$ cat config.mk
export PLATFORM = sky130hd
export DESIGN_NAME = core_sequencer
export DESIGN_NICKNAME = d
export VERILOG_FILES = /design/src/rtl/core_sequencer.sv
export SDC_FILE = /design/constraint.sdc
export NUM_CORES = 1
export LEC_CHECK = 0
export ABC_CLOCK_PERIOD_IN_PS = 1800
export CORE_UTILIZATION = 35
export CTS_CLUSTER_DIAMETER = 30
export DETAILED_ROUTE_END_ITERATION = 10
export PLACE_DENSITY = 0.73
export SETUP_SLACK_MARGIN = 0.1
export SLEW_MARGIN = 20
export SYNTH_ARGS = -nofsm -noshare
export SYNTH_HDL_FRONTEND = slang
export SYNTH_SLANG_ARGS = --single-unit
$ cat constraint.sdc
create_clock -name clk -period 1.8 [get_ports clk]
set_input_delay 0.36 -clock clk [delete_from_list [all_inputs] [get_ports clk]]
set_output_delay 0.36 -clock clk [all_outputs]
set_load 0.1 [all_outputs]
$ cat src/rtl/core_sequencer.sv
// Multi-cycle fetch/decode/execute/write-back sequencer for the 4-register ALU core.
// Optional single-step support (PAUSE state, step_mode/step) is built when SEQ_STEP_EN is defined.
module core_sequencer (
  input  logic        clk,
  input  logic        reset,
  input  logic        run,
  input  logic        stop,
  input  logic        step_mode,
  input  logic        step,
  input  logic [19:0] instr_in,
  output logic [19:0] ir,
  output logic        pc_inc,
  output logic        wr_en,
  output logic [1:0]  wr_addr,
  output logic        busy,
  output logic        halted,
  output logic        idx_err,
  output logic [15:0] instr_count
);

  localparam logic [3:0] OP_NULL = 4'h0;
  localparam logic [3:0] OP_HALT = 4'hF;

  typedef enum logic [2:0] {
    S_IDLE,
    S_FETCH,
    S_DECODE,
    S_EXECUTE,
    S_WRITEBACK,
`ifdef SEQ_STEP_EN
    S_PAUSE,
`endif
    S_HALTED
  } state_t;

  state_t state, state_n;
  logic   busy_n, halted_n;
  logic   bad_idx, is_null;

`ifndef SEQ_STEP_EN
  logic unused_step;
  assign unused_step = step_mode | step;
`endif

  assign bad_idx = (ir[15:8] > 8'd3);
  assign is_null = (ir[19:16] == OP_NULL);

  always_comb begin
    state_n = state;
    case (state)
      S_IDLE:      if (run) state_n = S_FETCH;
      S_FETCH:     state_n = S_DECODE;
      S_DECODE: begin
        if (ir[19:16] == OP_HALT)  state_n = S_HALTED;
        else if (is_null)          state_n = S_WRITEBACK;
        else                       state_n = S_EXECUTE;
      end
      S_EXECUTE:   state_n = S_WRITEBACK;
      S_WRITEBACK: begin
        if (stop)            state_n = S_IDLE;
`ifdef SEQ_STEP_EN
        else if (step_mode)  state_n = S_PAUSE;
`endif
        else                 state_n = S_FETCH;
      end
`ifdef SEQ_STEP_EN
      S_PAUSE: begin
        if (stop)       state_n = S_IDLE;
        else if (step)  state_n = S_FETCH;
      end
`endif
      S_HALTED:    state_n = S_HALTED;
      default:     state_n = S_IDLE;
    endcase
  end

  // busy/halted are registered copies of the next-state decode so they track state exactly
  always_comb begin
    busy_n   = 1'b0;
    halted_n = 1'b0;
    case (state_n)
      S_FETCH, S_DECODE, S_EXECUTE, S_WRITEBACK: busy_n = 1'b1;
`ifdef SEQ_STEP_EN
      S_PAUSE:  busy_n = 1'b1;
`endif
      S_HALTED: halted_n = 1'b1;
      default:  ;
    endcase
  end

  assign pc_inc  = (state == S_WRITEBACK);
  assign wr_en   = pc_inc && !is_null && !bad_idx;
  assign wr_addr = ir[9:8];

  always_ff @(posedge clk or posedge reset) begin
    if (reset) begin
      state       <= S_IDLE;
      ir          <= '0;
      busy        <= 1'b0;
      halted      <= 1'b0;
      idx_err     <= 1'b0;
      instr_count <= '0;
    end else begin
      state  <= state_n;
      busy   <= busy_n;
      halted <= halted_n;
      if (state == S_FETCH)
        ir <= instr_in;
      if (state == S_DECODE && bad_idx)
        idx_err <= 1'b1;
      if (state == S_WRITEBACK)
        instr_count <= instr_count + 16'd1;
    end
  end

endmodule
# Yosys cells after proc, flatten, opt, wreduce, memory -nomap -nowiden
# Index checks and enable logic that the tools add are counted.
dict set report totals {
  register_bits 42
  inputBits 26
  out_inout_bits 43
  elab_cells 34
}
dict set report op_classes {
  n_addsub 1
  n_lt_le_gt_ge 1
  eq_ne 11
  muxes 7
  n_reduce_logical 8
}
# operator count
set ops {}
lappend ops {{$pmux 3 s6} 1}
lappend ops {{$add 16x1->16 const B} 1}
lappend ops {{$eq 3x2->1 const B} 4}
lappend ops {{$eq 3x3->1 const B} 4}
lappend ops {{$mux 3} 3}
lappend ops {{$gt 8x2->1 const B} 1}
lappend ops {{$eq 3x1->1 const B} 2}
lappend ops {{$eq 4x4->1 const B} 1}
lappend ops {{$logic_not 4->1} 1}
lappend ops {{$reduce_or 4->1} 1}
lappend ops {{$logic_and 1x1->1} 3}
lappend ops {{$logic_not 3->1} 1}
lappend ops {{$mux 1} 3}
lappend ops {{$logic_not 1->1} 2}

# Longest topological paths before layout
dict set report logic_depth {
  depth_word 7
  depth_mapped 6
  ltp_nobuf 4
}

# Least setup slack after synthesis
# Ideal clock, no wire load.
dict set report synth_path {
  kind {reg-to-output}
  from {register ir[12]}
  to {output port wr_en}
  arrival_time_ns 3.429
  t_required_ns 1.440
  path_slack_ns -1.989
  path_stages_with_launch 4
  n_path_buf 0
  cell_sequence {dfrtp_1 > nor4_1 > nand2_1 > nor3b_1}
}
dict set report synth_via {
  elab_chain_cells 3
}
# item line
set synth_rtl {}
lappend synth_rtl {{start: declaration} 11} ;# output logic [19:0] ir,
lappend synth_rtl {{start signal: assignment} 108} ;# ir <= instr_in;
lappend synth_rtl {{$gt 8x2->1} 45} ;# assign bad_idx = (ir[15:8] > 8'd3);
lappend synth_rtl {{$logic_not 1->1} 92} ;# assign wr_en = pc_inc && !is_null && !bad_idx;
lappend synth_rtl {{$logic_and 1x1->1} 92}
lappend synth_rtl {{end: declaration} 13} ;# output logic wr_en,
# Every way passes these cells.

# Worst setup path in the final report
# Ends and elaborated chain as after synthesis.

==> results by group <==
Outcome
  • Status: complete, but fails checks
  • Failing checks: setup timing

Clock tree
  • Worst-Skew Late Latency: 0.29 ns
  • CTS Hold Bufs: 0
  • Root buffer selected by CTS: clkbuf_8
  • Depth of the CTS H-tree: 2
  • Max Buffers Root-to-Sink: 2
  • CTS tree: done
  • Clock sinks: 42
  • CTS clock-pin slew for the worst setup and hold paths: 0.08 ns
  • Inserted Clock Buffers: 5

Setup path
  • CP required: 1.44 ns
  • WP data arrival: around 1.6 ns
  • Worst Setup End Kind: output pin
  • Crit Path Max Fanout: 2
  • Startpoint types: register
  • Slowest cell on crit path: dfrtp_4
  • Crit path cell chain: nor4_4, nand2_2, nor3b_4, buf_12
  • CP max stage delay: roughly 0.50 ns
  • Crit Path Class: reg -> out

Synth
  • Yosys top cell by area: dfrtp_1
  • Synth Flop Type: dfrtp_1
  • #FFs+latches synth: 42
  • Share of the synthesized area in the top cell type: between 50% and 60%
  • Sequential element share of the synthesized area: 57.5%
  • Top-count cell post-synth: dfrtp_1
  • Most frequent cells after synthesis: dfrtp_1 (42), mux2_2 (15), xnor2_1 (11), nand2_1 (9), nand4_1 (8)
  • Mapped Nets: 165
  • Syn Area/Cell: about 13 µm²
  • Synth area leaders: dfrtp_1 (57%), mux2_2 (9.2%), xnor2_1 (5.3%)
  • Synth warnings: 0
  • Syn Inst Count: around 140
  • Post-synthesis cell type count: 31
  • Post-synth EDFFs: 0
  • Ys async rst share: 100%
  • Post-synthesis cell area: between 1500 and 2000 µm²

Floorplanning
  • I/O pin count: between 60 and 70
  • Chip Height: 74.3 µm
  • Die W: 74.3 µm
  • Number of core rows: 25
  • Initial Utilization: 37.5%
  • Overall die area: around 5500 µm²
  • Core area: between 4000 and 5000 µm²

Detailed routing
  • Per-cell routed wire length: 14.6 µm
  • Vias per inst: 4.71
  • Starting DRC count in detailed routing: roughly 50
  • Total number of vias: around 1300
  • Routed Antenna Nets: 0
  • Total wire length: just over 4000 µm
  • # DRC: 0
  • DR pass1 iterations: 4

Final layout
  • Final nets: ~240
  • Inserted Diodes: 0
  • # fillers: between 300 and 400
  • Register area: ~1100 µm²
  • Fraction of layout cells with a size suffix above 1: 53.9%
  • Fin util: between 60% and 70%
  • Footprint of the multi-input gates: 736 µm²
  • Area Growth Syn to Fin: 78.9%

Timing
  • Tcrit/Tclk final: 111%
  • Hold Vio Cnt, Final: 0
  • Relative slew margins: about 68%
  • Crit path time final: 2.00 ns
  • Slew @ Worst Pin: 0.477 ns
  • Worst Skew: around 0.0063 ns
  • Setup violators final: 1
  • Max Clk Rate: ~500 MHz
  • RSZ-0062 raised after global routing: true
  • Slew Viols, Final: 0
  • Final worst-path setup slack: -0.198 ns

Global routing
  • Vias in the first global route: roughly 1400
  • First-pass GRT wire length: approximately 6900 µm
  • Initial antenna violation count: 0
  • Largest net degree at the start of global routing: 43
  • Total Routing Usage GR: approximately 17%
  • Gr ovfl total: 0

Flow run
  • Max cap viols: 0

Min path
  • Hold Crit Class: in -> async

Placement
  • PortBufs: 66
  • RD Place Congestion: 0.747
  • Hpwl dp: around 3000 µm
-- stage by stage --
step | cell area, µm² | hold slack [ns] | setup slack, ns | std cells | setup TNS [ns]
after floorplan | 1870 | 0.508 | -0.439 | 138 | -0.439
after global placement | 3060 | 0.505 | 0.0756 | 271 | 0
after detailed placement | 3060 | 0.504 | 0.0581 | 271 | 0
after CTS | 3210 | 0.413 | -0.201 | 279 | -0.201
after global routing | 3270 | 0.439 | -0.304 | 284 | -0.304
final | 3270 | 0.413 | -0.198 | 284 | -0.198
-- flip-flops by register name (all words and copies together), names as in the netlist --
register     count
state            3
busy             1
ir              20
idx_err          1
instr_count     16
halted           1
-- worst max-delay path: cells and delay by family (launching register included) --
family / cells / cell delay [ns]
buffers and inverters: 1 / 0.20
and+or+nand+nor: 3 / 0.64
DFF: 1 / 0.50
-- final cells by class --
type	count	share of cell area [%]
Clock inverter	2	1.84
Multi-Input combinational cell	85	22.5
Clock buffer	6	2.53
Inverter	5	0.574
Tap cell	67	2.56
Timing Repair Buffer	77	36.8
Sequential cell	42	33.2
-- cells in the final DEF, fill, tap and decap left out, drive strengths merged --
cell           Yosys  routed
and4               1       1
a31oi              1       1
nor2               8       8
o21ai              1       1
nand2b             1       1
bufinv             0       2
and3               4       4
a21oi              1       1
a41o               1       1
nor2b              1       1
xor2               5       5
nand3              3       3
clkinv             0       1
nor3b              2       2
xnor2             11      11
nor4               2       2
mux2              21      21
nand2              9       9
a2111oi            1       1
clkdlybuf4s50      0      23
inv                5       4
a22o               1       1
nand4              8       8
a211o              1       1
ha                 1       1
clkbuf             0       6
or3                1       1
dfrtp             42      42
buf                6      54
-- metal layers --
| layer | vias up | share of wire (%) | track usage [%] |
|---|---|---|---|
| met2 | 41 | 51 | 28.0 |
| met5 | - | 0 | 0 |
| met4 | 0 | 0.97 | 6.08 |
| met1 | 662 | 42 | 20.6 |
| met3 | 4 | 6.0 | 5.28 |
| li1 | 631 | - | - |
-- final timing paths --
kind,start,to,slack [ns],cells past startpoint
setup / recovery,ir[12]$_DFFE_PP0P_,wr_en,-0.20,4
hold / removal,reset,ir[8]$_DFFE_PP0P_,0.41,3
setup reg to reg,state[1]$_DFF_PP0_,ir[7]$_DFFE_PP0P_,0.24,6
hold reg to reg,instr_count[5]$_DFFE_PP0P_,instr_count[5]$_DFFE_PP0P_,0.51,1
max in group asynchronous,reset,ir[13]$_DFFE_PP0P_,1.17,3
min in group clk,instr_count[5]$_DFFE_PP0P_,instr_count[5]$_DFFE_PP0P_,0.51,1
-- cells by family after synthesis --
logic type / after synthesis / share of synthesized area [%]
mux: 21 / 14.2
buf+inv: 11 / 4.31
simple gates: 40 / 12.7
xor+xnor: 16 / 7.67
compound gates: 7 / 3.01
fa+ha+maj: 1 / 0.684
flops: 42 / 57.5
-- repair_timing --
action	in CTS	in global routing
setup endpoints to repair	2	5
buffers inserted	0	5
gates resized for setup	4	4
pin swaps	1	3
Power is left out: the tool's default activity adds up to more than one toggle a clock period on the data nets, which glitch-free logic cannot reach.
